[src/rtl/plic_mctx_core_if.sv]
// rtl/plic_mctx_core_if.sv - Register-file-side signal bundle for plic_mctx_core
interface plic_mctx_core_if #(
  parameter int NSRC       = 32,
  parameter int NCTX       = 2,
  parameter int PRIO_WIDTH = 3,
  parameter int ID_WIDTH   = $clog2(NSRC)
);
  logic [NSRC-1:0]            irq_i;
  logic [NSRC-1:0]            mode_i;
  logic [NSRC*PRIO_WIDTH-1:0] prio_i;
  logic [NCTX*NSRC-1:0]       ie_i;
  logic [NCTX*PRIO_WIDTH-1:0] thold_i;
  logic [NCTX-1:0]            claim_i;
  logic [NCTX-1:0]            complete_i;
  logic [NCTX*ID_WIDTH-1:0]   comp_id_i;
  logic [NSRC-1:0]            ip_o;
  logic [NCTX*ID_WIDTH-1:0]   claim_id_o;
  logic [NCTX-1:0]            irq_o;

  modport master (
    output irq_i, mode_i, prio_i, ie_i, thold_i, claim_i, complete_i, comp_id_i,
    input  ip_o, claim_id_o, irq_o
  );

  modport slave (
    input  irq_i, mode_i, prio_i, ie_i, thold_i, claim_i, complete_i, comp_id_i,
    output ip_o, claim_id_o, irq_o
  );
endinterface

[src/rtl/plic_mctx_core.sv]
// rtl/plic_mctx_core.sv - Multi-context PLIC core: gateways, edge counters, per-context arbiters
module plic_mctx_core #(
  parameter int NSRC           = 32,
  parameter int NCTX           = 2,
  parameter int PRIO_WIDTH     = 3,
  parameter int EDGE_CNT_WIDTH = 2
) (
  input logic             clk_i,
  input logic             rst_i,
  plic_mctx_core_if.slave bus
);
  localparam int ID_WIDTH = $clog2(NSRC);
  localparam int NSRC_P2  = 1 << ID_WIDTH;
  localparam logic [EDGE_CNT_WIDTH-1:0] CNT_MAX = '1;
  localparam logic [NSRC-1:0] SRC_MASK = {{(NSRC-1){1'b1}}, 1'b0};

  typedef enum logic [1:0] {
    ST_IDLE    = 2'd0,
    ST_PEND    = 2'd1,
    ST_CLAIMED = 2'd2
  } gw_state_e;

  gw_state_e                 r_state [NSRC];
  logic [EDGE_CNT_WIDTH-1:0] r_cnt [NSRC];
  logic [NSRC-1:0]           r_irq_q;
  logic [ID_WIDTH-1:0]       r_best_id [NCTX];
  logic [PRIO_WIDTH-1:0]     r_best_prio [NCTX];

  logic [NSRC-1:0]           w_irq;
  logic [NSRC-1:0]           w_mode;
  logic [NSRC-1:0]           w_edge;
  logic [NSRC-1:0]           w_pend;
  logic [NSRC_P2-1:0]        w_pend_ext;
  logic [NSRC-1:0]           w_claim_hit;
  logic [NSRC-1:0]           w_comp_hit;
  logic [NCTX-1:0]           w_valid;
  logic [ID_WIDTH-1:0]       w_claim_id [NCTX];
  logic [NCTX*ID_WIDTH-1:0]  w_claim_id_flat;
  logic [ID_WIDTH-1:0]       w_arb_id [NCTX];
  logic [PRIO_WIDTH-1:0]     w_arb_prio [NCTX];

  // Source 0 is masked at the input so its gateway can never leave IDLE.
  assign w_irq  = bus.irq_i & SRC_MASK;
  assign w_mode = bus.mode_i & SRC_MASK;
  assign w_edge = w_irq & ~r_irq_q;

  always_comb begin
    for (int s = 0; s < NSRC; s++) begin
      w_pend[s] = (r_state[s] == ST_PEND);
    end
  end

  assign w_pend_ext = NSRC_P2'(w_pend);

  // Upward scan with strict '>' keeps the lowest ID on equal priority.
  always_comb begin
    for (int c = 0; c < NCTX; c++) begin
      w_arb_id[c]   = '0;
      w_arb_prio[c] = '0;
      for (int s = 0; s < NSRC; s++) begin
        if (w_pend[s] && bus.ie_i[c*NSRC+s] &&
            (bus.prio_i[s*PRIO_WIDTH +: PRIO_WIDTH] > w_arb_prio[c])) begin
          w_arb_id[c]   = ID_WIDTH'(s);
          w_arb_prio[c] = bus.prio_i[s*PRIO_WIDTH +: PRIO_WIDTH];
        end
      end
    end
  end

  always_comb begin
    for (int c = 0; c < NCTX; c++) begin
      w_valid[c] = (r_best_prio[c] > bus.thold_i[c*PRIO_WIDTH +: PRIO_WIDTH]) &&
                   w_pend_ext[r_best_id[c]];
    end
  end

  // A lower-index context claiming the same ID in this cycle takes it.
  always_comb begin
    w_claim_hit = '0;
    for (int c = 0; c < NCTX; c++) begin
      w_claim_id[c] = w_valid[c] ? r_best_id[c] : '0;
      if (bus.claim_i[c]) begin
        for (int k = 0; k < c; k++) begin
          if (bus.claim_i[k] && w_valid[k] && (r_best_id[k] == r_best_id[c])) begin
            w_claim_id[c] = '0;
          end
        end
      end
      for (int s = 1; s < NSRC; s++) begin
        if (bus.claim_i[c] && (w_claim_id[c] == ID_WIDTH'(s))) begin
          w_claim_hit[s] = 1'b1;
        end
      end
    end
  end

  always_comb begin
    w_comp_hit = '0;
    for (int s = 1; s < NSRC; s++) begin
      for (int c = 0; c < NCTX; c++) begin
        if (bus.complete_i[c] && (bus.comp_id_i[c*ID_WIDTH +: ID_WIDTH] == ID_WIDTH'(s)) &&
            bus.ie_i[c*NSRC+s] && (r_state[s] == ST_CLAIMED)) begin
          w_comp_hit[s] = 1'b1;
        end
      end
    end
  end

  always_comb begin
    for (int c = 0; c < NCTX; c++) begin
      w_claim_id_flat[c*ID_WIDTH +: ID_WIDTH] = w_claim_id[c];
    end
  end

  assign bus.ip_o       = w_pend;
  assign bus.irq_o      = w_valid;
  assign bus.claim_id_o = w_claim_id_flat;

  always_ff @(posedge clk_i or posedge rst_i) begin
    if (rst_i) begin
      r_irq_q <= '0;
      for (int s = 0; s < NSRC; s++) begin
        r_state[s] <= ST_IDLE;
        r_cnt[s]   <= '0;
      end
      for (int c = 0; c < NCTX; c++) begin
        r_best_id[c]   <= '0;
        r_best_prio[c] <= '0;
      end
    end else begin
      r_irq_q <= w_irq;
      for (int c = 0; c < NCTX; c++) begin
        r_best_id[c]   <= w_arb_id[c];
        r_best_prio[c] <= w_arb_prio[c];
      end
      for (int s = 0; s < NSRC; s++) begin
        case (r_state[s])
          ST_IDLE: begin
            if (w_mode[s] ? w_edge[s] : w_irq[s]) r_state[s] <= ST_PEND;
          end
          ST_PEND: begin
            if (w_claim_hit[s]) r_state[s] <= ST_CLAIMED;
          end
          ST_CLAIMED: begin
            if (w_comp_hit[s]) begin
              r_state[s] <= (w_mode[s] && ((r_cnt[s] != '0) || w_edge[s])) ? ST_PEND : ST_IDLE;
            end
          end
          default: r_state[s] <= ST_IDLE;
        endcase

        // An edge coinciding with a complete replaces the decrement (or the re-pend at count 0).
        if (!w_mode[s]) begin
          r_cnt[s] <= '0;
        end else if (w_edge[s] && (r_state[s] != ST_IDLE)) begin
          if (!w_comp_hit[s] && (r_cnt[s] != CNT_MAX)) r_cnt[s] <= r_cnt[s] + 1'b1;
        end else if (w_comp_hit[s] && (r_cnt[s] != '0)) begin
          r_cnt[s] <= r_cnt[s] - 1'b1;
        end
      end
    end
  end
endmodule
[src/flat_wrapper.sv]
// flat-port wrapper written by rule: the top's interface ports become plain ports
module plic_mctx_core_flat 
#(
  parameter int NSRC           = 32,
  parameter int NCTX           = 2,
  parameter int PRIO_WIDTH     = 3,
  parameter int EDGE_CNT_WIDTH = 2
)
  (clk_i, rst_i, bus_irq_i, bus_mode_i, bus_prio_i, bus_ie_i, bus_thold_i, bus_claim_i, bus_complete_i, bus_comp_id_i, bus_ip_o, bus_claim_id_o, bus_irq_o);
  plic_mctx_core_if #(.NSRC(NSRC), .NCTX(NCTX), .PRIO_WIDTH(PRIO_WIDTH)) bus_i ();
  input logic clk_i;
  input logic rst_i;
  input wire logic [$bits(bus_i.irq_i)-1:0] bus_irq_i;
  input wire logic [$bits(bus_i.mode_i)-1:0] bus_mode_i;
  input wire logic [$bits(bus_i.prio_i)-1:0] bus_prio_i;
  input wire logic [$bits(bus_i.ie_i)-1:0] bus_ie_i;
  input wire logic [$bits(bus_i.thold_i)-1:0] bus_thold_i;
  input wire logic [$bits(bus_i.claim_i)-1:0] bus_claim_i;
  input wire logic [$bits(bus_i.complete_i)-1:0] bus_complete_i;
  input wire logic [$bits(bus_i.comp_id_i)-1:0] bus_comp_id_i;
  output wire logic [$bits(bus_i.ip_o)-1:0] bus_ip_o;
  output wire logic [$bits(bus_i.claim_id_o)-1:0] bus_claim_id_o;
  output wire logic [$bits(bus_i.irq_o)-1:0] bus_irq_o;
  assign bus_i.irq_i = bus_irq_i;
  assign bus_i.mode_i = bus_mode_i;
  assign bus_i.prio_i = bus_prio_i;
  assign bus_i.ie_i = bus_ie_i;
  assign bus_i.thold_i = bus_thold_i;
  assign bus_i.claim_i = bus_claim_i;
  assign bus_i.complete_i = bus_complete_i;
  assign bus_i.comp_id_i = bus_comp_id_i;
  assign bus_ip_o = bus_i.ip_o;
  assign bus_claim_id_o = bus_i.claim_id_o;
  assign bus_irq_o = bus_i.irq_o;
  plic_mctx_core #(.NSRC(NSRC), .NCTX(NCTX), .PRIO_WIDTH(PRIO_WIDTH), .EDGE_CNT_WIDTH(EDGE_CNT_WIDTH)) u_core (.clk_i(clk_i), .rst_i(rst_i), .bus(bus_i));
endmodule
[config.mk]
export PLATFORM = sky130hd
export DESIGN_NAME = plic_mctx_core_flat
export DESIGN_NICKNAME = d
export VERILOG_FILES = /design/src/rtl/plic_mctx_core_if.sv /design/src/rtl/plic_mctx_core.sv /design/src/flat_wrapper.sv
export SDC_FILE = /design/constraint.sdc
export NUM_CORES = 1
export LEC_CHECK = 0
export ABC_AREA = 0
export CORE_MARGIN = 10
export CORE_UTILIZATION = 50
export CTS_BUF_LIST = sky130_fd_sc_hd__clkbuf_16
export CTS_CLUSTER_SIZE = 10
export DETAILED_ROUTE_END_ITERATION = 16
export PLACE_DENSITY = 0.8
export SETUP_SLACK_MARGIN = 0.3
export SLEW_MARGIN = 15
export SYNTH_ARGS = -nofsm -noshare
export SYNTH_HDL_FRONTEND = slang
export SYNTH_SLANG_ARGS = --single-unit
[constraint.sdc]
create_clock -name clk_i -period 67.8 [get_ports clk_i]
set_input_delay 16.95 -clock clk_i [delete_from_list [all_inputs] [get_ports clk_i]]
set_output_delay 16.95 -clock clk_i [all_outputs]
set_load 0.005 [all_outputs]
Word level (Yosys, flattened, before mapping)
Cells that the tools add are included.
- register bits after elaboration: 171
- latch bits: 0
- RAM bits: 0
- ROM bits: 0
- input bits: 246
- output and inout bits: 44
- word-level logic and storage cells: 1852
- memories kept: 0
- $add $sub $neg: 62
- multiply operators: 0
- divide/modulo/power cells: 0
- magnitude comparators: 65
- eq/ne operators: 373
- shifts and indexed selects: 0
- multiplexer cells: 566
- bitwise logic cells: 2
- reduce and logical (&&, ||, !) cells: 717
- operators with widths (operator ; count):
    logical AND 1 bit ; 500
    2-to-1 mux 2 bit ; 221
    equality test 5 bit (second input constant) ; 64
    2-to-1 mux 3 bit ; 70
    2-to-1 mux 1 bit ; 190
    > comparator 3 bit ; 62
    one-hot mux 2 bit (3 select lines) ; 31
    2-to-1 mux 5 bit ; 36
    equality test 5 x 4 -> 1 bit (second input constant) ; 32
    inequality test 2 x 1 -> 1 bit (second input constant) ; 62
    inequality test 2 bit (second input constant) ; 62
    nonzero test 2 bit ; 62
    inequality test 3 x 1 -> 1 bit (second input constant) ; 31
    inequality test 3 bit (second input constant) ; 31
    AND reduction 3 bit ; 31
    equality test 5 x 3 -> 1 bit (second input constant) ; 16
    2-to-1 mux 4 bit ; 16
    adder 2 x 1 -> 2 bit (second input constant) ; 31
    equality test 2 x 1 -> 1 bit (second input constant) ; 31
    equality test 2 bit (second input constant) ; 31
    zero test 2 bit ; 31
    AND reduction 2 bit ; 31
    subtractor 2 x 1 -> 2 bit (second input constant) ; 31
    equality test 5 x 2 -> 1 bit (second input constant) ; 8
    other kinds (9) ; 74

Logic depth before layout (Yosys ltp)
- depth after elaboration: 94
- mapped depth: 211
- mapped depth without buffers: 208

Worst setup path before layout
OpenSTA, ideal clock, no wires.
- path kind: input-to-reg
- from: input port bus_prio_i[4]
- to: register u_core.r_best_prio[0] in the netlist's numbering
- library setup time: 131 ps
- arrival: 54911 ps
- data required time: 67669 ps
- setup slack: 12758 ps
- stages: 200
- buffers on the path: 1
- cell sequence: and4b_1 > inv_1 > ha_1 > nand3_1 > and3_1 > buf_2 > and3_1 > or2_1 > inv_1 > ha_1 > nand2_1 > nor3_1 > o211a_1 > nor2_1 > nand2_2 > mux2_2 > ha_1 > nor2_1 > [164 not listed] > o221ai_1 > nand3_1 > a211oi_1 > a21oi_1 > ha_1 > nor2b_1 > o21a_1 > o2111ai_1 > nor2_1 > a31oi_1 > inv_1 > ha_1 > nor2b_1 > o21a_1 > o2111ai_1 > nand2_1 > a2111oi_2 > nor3_1
- RTL lines (item ; RTL line ; text):
    start: declaration ; flat_wrapper.sv:15 ; input wire logic [$bits(bus_i.prio_i)-1:0] bus_prio_i;
    end signal: indexed assignment ; plic_mctx_core.sv:134 ; r_best_prio[c] <= w_arb_prio[c];
    end: declaration ; plic_mctx_core.sv:27 ; logic [PRIO_WIDTH-1:0] r_best_prio [NCTX];

==> impl_metrics.ini <==
[status]
status = finished, final reports clean

[timing]
slew_headroom_pct = 20.4
fin_skew_ns = 0.0137
hold_violations = 0
finalMaxSlewViolations = 0
rsz0062_at_grt = false
fin_crit_ns = 61.55
post-route-period-util_pct = 90.8
tightestPinTransition_ns = 1.19
setup_viol = 0
fmax_mhz = 16.2
finalSetupTns_ns = 0

[floorplan]
rows = 71
num_io_pins = 290
die_area_um2 = 46300
die_w_um = 215
die_y_um = 215
initial_core_util_pct = 50.6
core_um2 = 37700

[route]
drc_errors = 0
viasPerCell = 6.45
wl_per_cell_um = 21.3
ant_nets = 0
drt_wl_total_um = 71600
firstDrtPassIters = 6
vias = 21667
first_iter_violations = 2901

[clock_network]
cts-hold-fix-buffers = 0
cts_tree = built
cts_buffers = 17
cts_resized = 0
post-cts-setup-buffers = 0
insertion_delay_ns = 0.45
clockRootBuffer = clkbuf_16
htreeDepth = 4
cts.clk_slew.worst_paths_ns = 0.07
cts_sinks = 171
cts_buffer_depth = 2

[pwr]
pwr-share-comb_pct = 73.1
p_per_area_nw_per_um2 = 42.8
swShare_pct = 50.6
power_frac_seq_pct = 16.6
total_leakage_power_nw = 9.90
p_sw_mw = 0.496
power.share.clock_pct = 10.3
p_int_mw = 0.484
ir_drop_uv = 30.1
power_mw = 0.980

[layout]
fin_area_um2 = 22900
final_nets = 3158
fin_util_pct = 60.8
seq_area_um2 = 4280
drive_above_1_share_pct = 5.52
syn2layout_area_growth_pct = 20.3
multiInputGateArea_um2 = 14000
fillers = 3415

[logic_synthesis]
syn-num-nets = 2916
synth_area_per_cell_um2 = 7.35
synth-edff-count = 0
ys_ff_latch = 171
synthTopCellsByCount = nand2_1, nor2_1, o21ai_0, a21oi_1, dfrtp_1
syn_area_um2 = 19000
synth-main-ff-cell = dfrtp_1
yosysWarningCount = 0
ys_types = 110
synth_largest_area_cell = dfrtp_1
synthCells = 2591
yosysMostFrequentCell = nand2_1
synth_top_area_share_pct = 22.5
ys_async_sr_fraction_pct = 100
yosys-top-cells-area = dfrtp_1, nand2_1, o21ai_0
yosysSeqAreaShare_pct = 22.5

[place]
gp_congestion = 0.984
hpwl_um = 58000
portBuffers = 281
placed_area_um2 = 22300

[setup_path]
critPathLaunchType = input pin
regToRegSetupSlack_ns = 22.71
cp_slowest_cell = clkdlybuf4s50_1
end_kind = flop
critPathBufInv = 7
crit_type = input pin to flop
cp_max_fo = 8
crit_top_cell = ha_1
cp_top_family = compound AO/OA/AOI/OAI gates
worst-endpoint-required_ns = 68.09
cp.arrival_ns = 61.84
critical_path.max_stage_delay_ns = 0.58

[global_routing]
grt-ovfl-total = 0
grt_pass1_vias = 20554
grt_max_degree = 88
track_usage_pct = 29.4
grt_first_pass_wirelength_um = 111000
antenna_found_initial = 3

[hold_path]
hp-class = flop to flop

[job]
cap_violations = 0
## power by group through the flow
stage / sequential [mW] / clock (mW) / combinational, mW
finish: 0.163 / 0.101 / 0.716
global route: 0.167 / 0.106 / 0.788
CTS: 0.161 / 0.102 / 0.700
detailed placement: 0.163 / 0 / 0.694
global placement: 0.161 / 0 / 0.674
floorplan: 0.148 / 0 / 0.504
## metal layers
metal | vias to the layer above | share of wire (%) | GRT usage [%]
met4 | 2 | 3.7 | 11.0
met1 | 10259 | 41 | 37.6
met3 | 177 | 8.5 | 5.10
li1 | 10132 | - | -
met2 | 1097 | 47 | 48.7
met5 | - | 0.018 | 0
## layout make-up
cell class	instances	area share (%)
antenna	3	0.0328
clock inverter	15	0.710
inverter	136	2.25
tap	511	2.79
clock buffer	17	1.86
multi-input combinational	2215	61.0
sequential	171	18.7
timing repair buffer	292	12.7
## final timing paths
kind,end,cells after the start,from
hold / removal,u_core.r_cnt[50],1,u_core.r_cnt[50]
setup reg to reg,u_core.r_best_id[3],202,u_core.r_state[61]
max in group asynchronous,u_core.r_irq_q[6],3,rst_i
setup / recovery,u_core.r_best_id[3],202,bus_ie_i[33]
hold reg to reg,u_core.r_cnt[50],1,u_core.r_cnt[50]
min in group asynchronous,u_core.r_cnt[14],2,rst_i
## flip-flops by register name (all words and copies together), names as in the netlist
signal	count
u_core.r_best_id	10
u_core.r_cnt	62
u_core.r_irq_q	31
u_core.r_best_prio	6
u_core.r_state	62
## worst register-to-register path, delay by kind of cell, from the launching register on
kind                       cells  cell delay [ns]
and+or+nand+nor               73            12.70
adders and majority gates     37            10.48
buffers and inverters          6             0.61
AOI/OAI and AO/OA             75            16.95
muxes                         11             3.75
DFF                            1             0.44
## through the flow
| stage | hold WS, ns | setup slack [ns] | instances |
|---|---|---|---|
| floorplan | 0.443 | 12.76 | 2591 |
| global placement | 0.458 | 7.72 | 3325 |
| detailed placement | 0.479 | 6.73 | 3325 |
| CTS | 0.486 | 6.93 | 3357 |
| global route | 0.520 | 2.83 | 3359 |
| finish | 0.486 | 6.25 | 3360 |
## cells by family after synthesis
family	synth area share, %
muxes	3.69
adders and majority gates	6.67
other	0.0197
AOI/OAI and AO/OA	31.8
xor gates and xnor gates	0.230
DFF	22.5
buffers and inverters	4.15
and+or+nand+nor	31.0
## cells in the final DEF, fill, tap and decap left out, types with 33 or more instances in the layout
master / count
nand2_1: 283
clkdlybuf4s50_1: 281
nor2_1: 276
o21ai_0: 209
a21oi_1: 191
dfrtp_1: 171
inv_1: 131
nand3_1: 125
nand2b_1: 84
ha_1: 79
nor2b_1: 77
and3_1: 72
and2_1: 58
nor3_1: 49
a31oi_1: 41
a21o_1: 36
or2_2: 33
o21a_1: 33
No activity file was read; power rests on OpenSTA's default activity.
